==> config.mk <==
export PLATFORM = sky130hd
export DESIGN_NAME = dma_burst_ctrl_flat
export DESIGN_NICKNAME = d
export VERILOG_FILES = /design/src/rtl/dma_burst_ctrl_if.sv /design/src/rtl/dma_burst_ctrl.sv /design/src/flat_wrapper.sv
export SDC_FILE = /design/constraint.sdc
export NUM_CORES = 1
export LEC_CHECK = 0
export ABC_AREA = 1
export BUFFER_PORTS_ARGS = -buffer_cell sky130_fd_sc_hd__buf_2
export CORE_ASPECT_RATIO = 1.2
export CORE_MARGIN = 5
export CORE_UTILIZATION = 45
export CTS_CLUSTER_SIZE = 14
export DETAILED_ROUTE_END_ITERATION = 8
export PLACE_DENSITY = 0.7
export SLEW_MARGIN = 0
export SYNTH_ARGS = -nofsm -noshare
export SYNTH_HDL_FRONTEND = slang
export SYNTH_SLANG_ARGS = --single-unit
==> constraint.sdc <==
create_clock -name CLK -period 4.41 [get_ports CLK]
set_input_delay 0.6615 -clock CLK [delete_from_list [all_inputs] [get_ports CLK]]
set_output_delay 0.6615 -clock CLK [all_outputs]
set_load 0.02 [all_outputs]
==> src/rtl/dma_burst_ctrl_if.sv <==
// Memory-bus bundle between the DMA engine (master) and the arbiter/memory side (slave).
interface dma_burst_ctrl_if #(
   parameter int DATA_W = 32,
   parameter int ADDR_W = 13
);
   logic              bus_req;
   logic              bus_gnt;
   logic              ADE;
   logic [ADDR_W-1:0] address_Bus;
   logic [DATA_W-1:0] wdata;
   logic [DATA_W-1:0] rdata;
   logic              Read;
   logic              Write;

   modport master (
      output bus_req,
      output ADE,
      output address_Bus,
      output wdata,
      output Read,
      output Write,
      input  bus_gnt,
      input  rdata
   );

   modport slave (
      input  bus_req,
      input  ADE,
      input  address_Bus,
      input  wdata,
      input  Read,
      input  Write,
      output bus_gnt,
      output rdata
   );
endinterface

==> src/rtl/dma_burst_ctrl.sv <==
// Single-channel multi-word memory copy engine, programmed through four CPU registers.
// Define DMA_IRQ_EN to build the completion interrupt pulse; otherwise irq is tied low.
module dma_burst_ctrl #(
   parameter int DATA_W    = 32,
   parameter int ADDR_W    = 13,
   parameter int LEN_W     = 16,
   parameter int BASE_ADDR = 5000
) (
   input  logic              CLK,
   input  logic              RST,
   input  logic              cfg_wr,
   input  logic [31:0]       cfg_addr,
   input  logic [DATA_W-1:0] cfg_wdata,
   output logic [DATA_W-1:0] cfg_rdata,
   dma_burst_ctrl_if.master  bus,
   output logic              busy,
   output logic              irq
);

   localparam logic [31:0] BASE = 32'(BASE_ADDR);

   typedef enum logic [2:0] {IDLE, REQ, RD, CAP, WR, DONE} state_t;

   state_t            state_reg, state_next;
   logic [ADDR_W-1:0] src_reg, dst_reg, cur_src_reg, cur_dst_reg;
   logic [LEN_W-1:0]  len_reg, remaining_reg;
   logic [DATA_W-1:0] buffer_reg;
   logic              done_reg, aborted_reg;

   logic [3:0]        reg_hit;
   logic              gnt, start_req, abort_req, start_take, abort_take, word_done, last_word;
   logic              drv_req, drv_ade, drv_read, drv_write;
   logic [ADDR_W-1:0] drv_addr;
   logic [DATA_W-1:0] drv_wdata;
   logic              unused_wdata_bits;

   genvar gi;
   generate
      for (gi = 0; gi < 4; gi++) begin : g_hit
         assign reg_hit[gi] = (cfg_addr == BASE + 32'(gi));
      end
   endgenerate

   assign gnt        = bus.bus_gnt;
   assign busy       = (state_reg == REQ) || (state_reg == RD) ||
                       (state_reg == CAP) || (state_reg == WR);
   assign start_req  = cfg_wr && reg_hit[3] && cfg_wdata[0];
   assign abort_req  = cfg_wr && reg_hit[3] && cfg_wdata[1];
   // Abort beats a simultaneous start; it only has effect on a running transfer.
   assign abort_take = abort_req && busy;
   assign start_take = start_req && !abort_req && (state_reg == IDLE);
   assign word_done  = (state_reg == WR) && gnt;
   assign last_word  = (remaining_reg == LEN_W'(1));

   assign unused_wdata_bits = ^cfg_wdata;

   always_comb begin
      cfg_rdata = '0;
      if (reg_hit[0]) cfg_rdata = DATA_W'(src_reg);
      if (reg_hit[1]) cfg_rdata = DATA_W'(dst_reg);
      if (reg_hit[2]) cfg_rdata = DATA_W'(len_reg);
      if (reg_hit[3]) cfg_rdata = DATA_W'({aborted_reg, done_reg, busy});
   end

   // Bus drive is decoded from the state; a grant loss mid-burst parks the
   // engine in place with the request still raised.
   always_comb begin
      state_next = state_reg;
      drv_req    = 1'b0;
      drv_ade    = 1'b0;
      drv_read   = 1'b0;
      drv_write  = 1'b0;
      drv_addr   = '0;
      drv_wdata  = '0;
      case (state_reg)
         IDLE: begin
            if (start_take && (len_reg != '0)) state_next = REQ;
         end
         REQ: begin
            drv_req = 1'b1;
            if (gnt) state_next = RD;
         end
         RD: begin
            drv_req = 1'b1;
            if (gnt) begin
               drv_ade    = 1'b1;
               drv_read   = 1'b1;
               drv_addr   = cur_src_reg;
               state_next = CAP;
            end
         end
         CAP: begin
            drv_req = 1'b1;
            if (gnt) begin
               drv_ade    = 1'b1;
               state_next = WR;
            end
         end
         WR: begin
            drv_req = 1'b1;
            if (gnt) begin
               drv_ade    = 1'b1;
               drv_write  = 1'b1;
               drv_addr   = cur_dst_reg;
               drv_wdata  = buffer_reg;
               state_next = last_word ? DONE : RD;
            end
         end
         DONE: begin
            state_next = IDLE;
         end
         default: begin
            state_next = IDLE;
         end
      endcase
      if (abort_take) state_next = IDLE;
   end

   assign bus.bus_req     = drv_req;
   assign bus.ADE         = drv_ade;
   assign bus.Read        = drv_read;
   assign bus.Write       = drv_write;
   assign bus.address_Bus = drv_addr;
   assign bus.wdata       = drv_wdata;

   always_ff @(posedge CLK) begin
      if (RST) begin
         state_reg     <= IDLE;
         src_reg       <= '0;
         dst_reg       <= '0;
         len_reg       <= '0;
         cur_src_reg   <= '0;
         cur_dst_reg   <= '0;
         remaining_reg <= '0;
         buffer_reg    <= '0;
         done_reg      <= 1'b0;
         aborted_reg   <= 1'b0;
      end else begin
         state_reg <= state_next;

         if (cfg_wr && !busy) begin
            if (reg_hit[0]) src_reg <= cfg_wdata[ADDR_W-1:0];
            if (reg_hit[1]) dst_reg <= cfg_wdata[ADDR_W-1:0];
            if (reg_hit[2]) len_reg <= cfg_wdata[LEN_W-1:0];
         end

         // Working copies keep SRC/DST/LEN intact so the same job can be re-started.
         if (start_take) begin
            aborted_reg <= 1'b0;
            if (len_reg != '0) begin
               cur_src_reg   <= src_reg;
               cur_dst_reg   <= dst_reg;
               remaining_reg <= len_reg;
               done_reg      <= 1'b0;
            end else begin
               done_reg <= 1'b1;
            end
         end

         if ((state_reg == CAP) && gnt) buffer_reg <= bus.rdata;

         if (word_done) begin
            cur_src_reg   <= cur_src_reg + 1'b1;
            cur_dst_reg   <= cur_dst_reg + 1'b1;
            remaining_reg <= remaining_reg - 1'b1;
            if (last_word) done_reg <= 1'b1;
         end

         if (abort_take) begin
            aborted_reg <= 1'b1;
            done_reg    <= 1'b0;
         end
      end
   end

`ifdef DMA_IRQ_EN
   logic irq_reg;

   always_ff @(posedge CLK) begin
      if (RST) begin
         irq_reg <= 1'b0;
      end else begin
         irq_reg <= (state_reg == DONE) || (start_take && (len_reg == '0));
      end
   end

   assign irq = irq_reg;
`else
   assign irq = 1'b0;
`endif

endmodule

==> src/flat_wrapper.sv <==
// flat-port wrapper written by rule: the top's interface ports become plain ports
module dma_burst_ctrl_flat 
#(
   parameter int DATA_W    = 32,
   parameter int ADDR_W    = 13,
   parameter int LEN_W     = 16,
   parameter int BASE_ADDR = 5000
)
  (CLK, RST, cfg_wr, cfg_addr, cfg_wdata, cfg_rdata, busy, irq, bus_bus_req, bus_ADE, bus_address_Bus, bus_wdata, bus_Read, bus_Write, bus_bus_gnt, bus_rdata);
  dma_burst_ctrl_if #(.DATA_W(DATA_W), .ADDR_W(ADDR_W)) bus_i ();
  input  logic CLK;
  input  logic RST;
  input  logic cfg_wr;
  input  logic [31:0] cfg_addr;
  input  logic [DATA_W-1:0] cfg_wdata;
  output logic [DATA_W-1:0] cfg_rdata;
  output logic busy;
  output logic irq;
  output wire logic [$bits(bus_i.bus_req)-1:0] bus_bus_req;
  output wire logic [$bits(bus_i.ADE)-1:0] bus_ADE;
  output wire logic [$bits(bus_i.address_Bus)-1:0] bus_address_Bus;
  output wire logic [$bits(bus_i.wdata)-1:0] bus_wdata;
  output wire logic [$bits(bus_i.Read)-1:0] bus_Read;
  output wire logic [$bits(bus_i.Write)-1:0] bus_Write;
  input wire logic [$bits(bus_i.bus_gnt)-1:0] bus_bus_gnt;
  input wire logic [$bits(bus_i.rdata)-1:0] bus_rdata;
  assign bus_bus_req = bus_i.bus_req;
  assign bus_ADE = bus_i.ADE;
  assign bus_address_Bus = bus_i.address_Bus;
  assign bus_wdata = bus_i.wdata;
  assign bus_Read = bus_i.Read;
  assign bus_Write = bus_i.Write;
  assign bus_i.bus_gnt = bus_bus_gnt;
  assign bus_i.rdata = bus_rdata;
  dma_burst_ctrl #(.DATA_W(DATA_W), .ADDR_W(ADDR_W), .LEN_W(LEN_W), .BASE_ADDR(BASE_ADDR)) u_core (.CLK(CLK), .RST(RST), .cfg_wr(cfg_wr), .cfg_addr(cfg_addr), .cfg_wdata(cfg_wdata), .cfg_rdata(cfg_rdata), .bus(bus_i), .busy(busy), .irq(irq));
endmodule
# Word level (Yosys, flattened, before mapping)
# Cells that the tools add are included.
[totals]
ff_bits = 121
inputBits = 100
[classes]
reduce_logical = 28
eq_ne = 14
add_sub_neg = 3
n_mux = 36
[ops]
columns = ["operator", "n"]
rows = [
  ["two-way mux 13 bit", 10],
  ["== test 32 x 13 -> 1 bit, second input constant", 4],
  ["two-way mux 16 bit", 5],
  ["two-way mux 32 bit", 2],
  ["adder 13 x 1 -> 13 bit, second input constant", 2],
  ["case mux 13 bit (2 select lines)", 1],
  ["two-way mux 3 bit", 6],
  ["== test 16 x 1 -> 1 bit, second input constant", 1],
  ["nonzero test 16 bit", 1],
  ["subtractor 16 x 1 -> 16 bit, second input constant", 1],
  ["case mux 3 bit (5 select lines)", 1],
  ["two-way mux 1 bit", 11],
  ["logical AND 1 bit", 10],
  ["!= test 2 bit, second input constant", 5],
  ["AND reduction 2 bit", 4],
  ["== test 3 x 2 -> 1 bit, second input constant", 2],
  ["nonzero test 2 bit", 3],
  ["AND reduction 5 bit", 1],
  ["OR reduction 4 bit", 1],
  ["== test 3 x 1 -> 1 bit, second input constant", 1],
  ["== test 3 bit, second input constant", 1],
  ["zero test 3 bit", 1],
  ["logical OR 1 bit", 3],
  ["OR reduction 3 bit", 1],
  ["2 further kinds", 3],
]

# Logic depth before layout (Yosys ltp)
[depth]
word_depth = 9
mapped_depth = 12

# Worst setup path before layout
# OpenSTA, ideal clock, no wires.
[synth_timing]
kind = "in2out"
start = "input port bus_bus_gnt"
end = "output port bus_address_Bus[10]"
required_time_ns = 3.749
path_buffers = 1
t_arrival_ns = 1.985
stages = 5
path_slack_ns = 1.763
path_cell_list = "inv_1 -> nor2_1 -> inv_1 -> clkbuf_1 -> o21ai_0"
[synth_between]
elab_chain_len = 2
word_cells_on_any_way = 3
classes_between = "3 x mux"
[synth_lines]
columns = ["element", "line", "text"]
rows = [
  ["start, declared", "flat_wrapper.sv:25", "input wire logic [$bits(bus_i.bus_gnt)-1:0] bus_bus_gnt;"],
  ["two-way mux 13 bit (on tied branches)", "dma_burst_ctrl.sv:101, dma_burst_ctrl.sv:85", ""],
  ["case mux 13 bit (2 select lines) (*)", "dma_burst_ctrl.sv:75", "case (state_reg)"],
  ["end, declared", "flat_wrapper.sv:21", "output wire logic [$bits(bus_i.address_Bus)-1:0] bus_address_Bus;"],
]
# Every way passes the cells marked *; elsewhere a longest branch is shown, timed or not.

# Worst setup path after layout
[layout_timing]
start = "input port cfg_addr[7]"
end = "output port cfg_rdata[3]"
[layout_between]
elab_chain_len = 5
word_cells_on_any_way = 8
classes_between = "4 x eq/ne; 4 x mux"
[layout_lines]
columns = ["element", "line", "text"]
rows = [
  ["start, declared", "flat_wrapper.sv:14", "input logic [31:0] cfg_addr;"],
  ["== test 32 x 13 -> 1 bit", "dma_burst_ctrl.sv:40", "assign reg_hit[gi] = (cfg_addr == BASE + 32'(gi));"],
  ["two-way mux 13 bit", "dma_burst_ctrl.sv:59", "if (reg_hit[0]) cfg_rdata = DATA_W'(src_reg);"],
  ["two-way mux 13 bit", "dma_burst_ctrl.sv:60", "if (reg_hit[1]) cfg_rdata = DATA_W'(dst_reg);"],
  ["two-way mux 16 bit", "dma_burst_ctrl.sv:61", "if (reg_hit[2]) cfg_rdata = DATA_W'(len_reg);"],
  ["two-way mux 16 bit (*)", "dma_burst_ctrl.sv:62", "if (reg_hit[3]) cfg_rdata = DATA_W'({aborted_reg, done_reg, busy});"],
  ["end, declared", "flat_wrapper.sv:16", "output logic [DATA_W-1:0] cfg_rdata;"],
]
# Marks and branches as above.

==> qor.txt <==
WL final - 21.02 mm
EDFF count, synth - 0
Final Critical Period - 3.286 ns
CTS Sinks - 121
r2r setup slk - 1.73 ns
Antenna diodes - 0
fmax - 304.3 MHz
worst hold path class - register to register
Synth warnings - 0
starting density of the core - 46.10%
register area share after synthesis - 34.84%
vias in the first global route - 6815
row count - 49
die height - 146.2 µm
Multi-input gate area - 3690 µm²
largest net degree at the start of global routing - 66
Largest register FFs - 32
Pwr Density - 313.1 nW/µm²
outcome - complete, no violations
initial antenna violation count - 0
total CTS buffers - 17
Synth Area per Inst - 6.298 µm²
Synth Flop Type - dfxtp_1
Final period util - 74.52%
HPWL Detailed - 15.18 mm
Worst Path Class, Setup - primary input to output pin
Core Box Area - 15080 µm²
P&R area growth vs syn - 19.31%
Fill cells - 1582
Hold Path Cell Cnt - 2
Worst EP required - 3.75 ns
Initial DRT Pass Iterations - 6
CP Launch Type - primary input
Worst slew margin - 31.43%
Crit. End Element - output pin
post-synth top area share - 34.84%
Worst-Skew Late Latency - 0.42 ns
setup TNS - 0 ns
R2R Path Start - u_core.state_reg[0]$_SDFFE_PP0P_
unrepaired setup endpoints after global routing - false
Async SR Flop Fraction - 0%
crit path cell chain - buf_2 -> inv_1 -> nor2_1 -> nand2_1 -> inv_1 -> and3_1 -> nand2_2 -> clkinv_1 -> a21oi_1 -> nand2_1 -> inv_1 -> buf_2
Vias/cell - 5.169
antenna viol nets, final - 0
CTS Hold Buffers Added - 0
Hold Fails Final Rpt - 0
CP delay by family, top - simple AND/OR/NAND/NOR gates
Setup Skew - 0.007375 ns
max-cap violation count - 0
register bit total from synthesis - 121
worst vdd ir - 0.2600 mV
critical path's largest stage delay - 0.41 ns
Synth area leaders - dfxtp_1 35%, nor2_1 11%, nand2_1 9.1%, o21ai_0 8.8%, a21oi_1 7.8%
critical path buffer and inverter count - 6
DR WL/cell - 14.57 µm
CTS root buf - clkbuf_16
most frequent CP cell - inv_1
DRC Markers - 0
Mapped Cells - 1104
global-route wire length before repair - 33.80 mm
fraction of layout cells with a size suffix above 1 - 18.16%
largest area contributor in the netlist - dfxtp_1
FF/Latch Area - 2422 µm²
port bufs - 149
crit-path max FO - 18
min-delay src - u_core.buffer_reg[6]$_SDFFE_PP0P_
mapped cell area - 6953 µm²
top-level I/O count - 183
worst reg2reg path depth - 10
Least-Margin Pin Slew - 1.026 ns
GPL Wtd Cong - 0.8488
Hold EP - u_core.buffer_reg[6]$_SDFFE_PP0P_
worst r2r dst - u_core.cur_dst_reg[10]$_SDFFE_PP0P_
# setup viols final - 0
CTS tree - built
total number of vias - 7459
Critical-path top delay cell - clkinv_1
Leak - 3.684 nW
Horiz. Die Dim - 123.5 µm
Max Slew Vio Count - 0
Tot Pwr - 2.597 mW
PostCTS Resize Cnt - 0
CTS max path bufs - 2
H-Tree Depth - 4
die area - 18050 µm²
worst path arrival time - 2.62 ns
post-CTS setup buffer count - 0
post-synth cell types - 41
fin nets - 1331
1st-iter DRT viols - 697
total grt overflow - 0
Worst-path clk slew - 0.06 ns
gr usage total - 23.31%
-- cell usage after synthesis, drive strengths merged (2+ instances only) --
master,n
nor3,19
o211ai,2
dfxtp,121
nor4,3
nor2,215
clkbuf,26
nand3b,2
nand2,174
a21oi,109
o21ai,123
xor2,2
o22ai,5
mux2,2
ha,4
inv,139
nand4,15
nand3,91
buf,45
-- kinds of logic (layout without fill, tap and decap cells) --
logic type | Yosys count | after routing | share of synthesized area, %
AO/OA/AOI/OAI | 241 | 241 | 17.60
XOR/XNOR | 2 | 2 | 0.2520
adder cells (fa/ha/maj) | 4 | 4 | 0.7198
buffers and inverters | 211 | 330 | 12.96
flip-flops | 121 | 121 | 34.84
multiplexers | 2 | 2 | 0.3239
other | 1 | 17 | 0.05393
AND/OR/NAND/NOR | 522 | 522 | 33.26
-- layer usage --
layer / vias up / track usage [%] / part of all wire [%]
met5: - / 0 / 0
met4: 0 / 8.033 / 2.3
met3: 41 / 6.692 / 8.6
met2: 305 / 37.06 / 46
met1: 3346 / 30.07 / 43
li1: 3767 / - / -
-- stage by stage --
stage	hold slack [ns]	util, %	setup WS, ns	instance area (µm²)	cells
3_5_place_dp	0.4449	51.15	1.154	7715	1412
5_1_grt	0.4667	55.00	0.9439	8295	1443
4_1_cts	0.4539	55.00	1.103	8295	1443
2_1_floorplan	0.4300	-	1.763	7013	1120
6_report	0.4512	55.00	1.124	8295	1443
3_3_place_gp	0.4380	51.15	1.211	7715	1412
-- report_power, final --
group	internal [mW]	switching [mW]	leakage, nW
Sequential	1.09	0.000925	0.974
Combinational	0.0442	0.0793	2.44
Clock	0.855	0.523	0.266
Total	1.99	0.603	3.68
-- final cells by class --
class	instances	area share, %
Timing Repair Buffer	159	9.894
Inverter	140	6.350
Clock buffer	20	5.505
Sequential cell	121	29.20
Clock inverter	11	1.493
Tap cell	204	3.077
Multi-Input combinational cell	788	44.48
-- worst reg2reg max path, cell delays in order, from the launching register on --
cell	delay (ns)
dfxtp_1	0.38
nor2_4	0.16
nand2_4	0.10
nor2_8	0.10
clkinv_2	0.64
buf_4	0.55
nor3_1	0.30
nand2_1	0.08
nand2_1	0.06
o21bai_1	0.12
a21oi_1	0.05
-- cell usage in the layout (no fill, tap or decap), types with 3 or more instances in the layout --
cell type and n:
nor2_1 206, nand2_1 169, buf_2 149, inv_1 130, o21ai_0 122, dfxtp_1 121, a21oi_1 109, nand3_1 90
conb_1 17, clkbuf_16 17, nand4_1 13, nor3_1 12, buf_4 10, inv_2 8, nor3_2 6, clkinvlp_4 6
o22ai_1 5, nor2_4 4, nor2_2 4, ha_1 4, nor4_1 3, clkinv_2 3, nand2_2 3
-- worst max-delay path by stage --
stage	start	end	slack, ns	cells past startpoint
2_1_floorplan	bus_bus_gnt	bus_address_Bus[10]	1.76	5
3_3_place_gp	cfg_addr[7]	cfg_rdata[3]	1.21	12
3_5_place_dp	cfg_addr[7]	cfg_rdata[0]	1.15	12
4_1_cts	u_core.state_reg[1]$_SDFFE_PP0P_	bus_address_Bus[8]	1.10	7
5_1_grt	cfg_addr[7]	cfg_rdata[0]	0.94	12
6_report	cfg_addr[7]	cfg_rdata[3]	1.12	12
(Power assumes the default switching activity.)
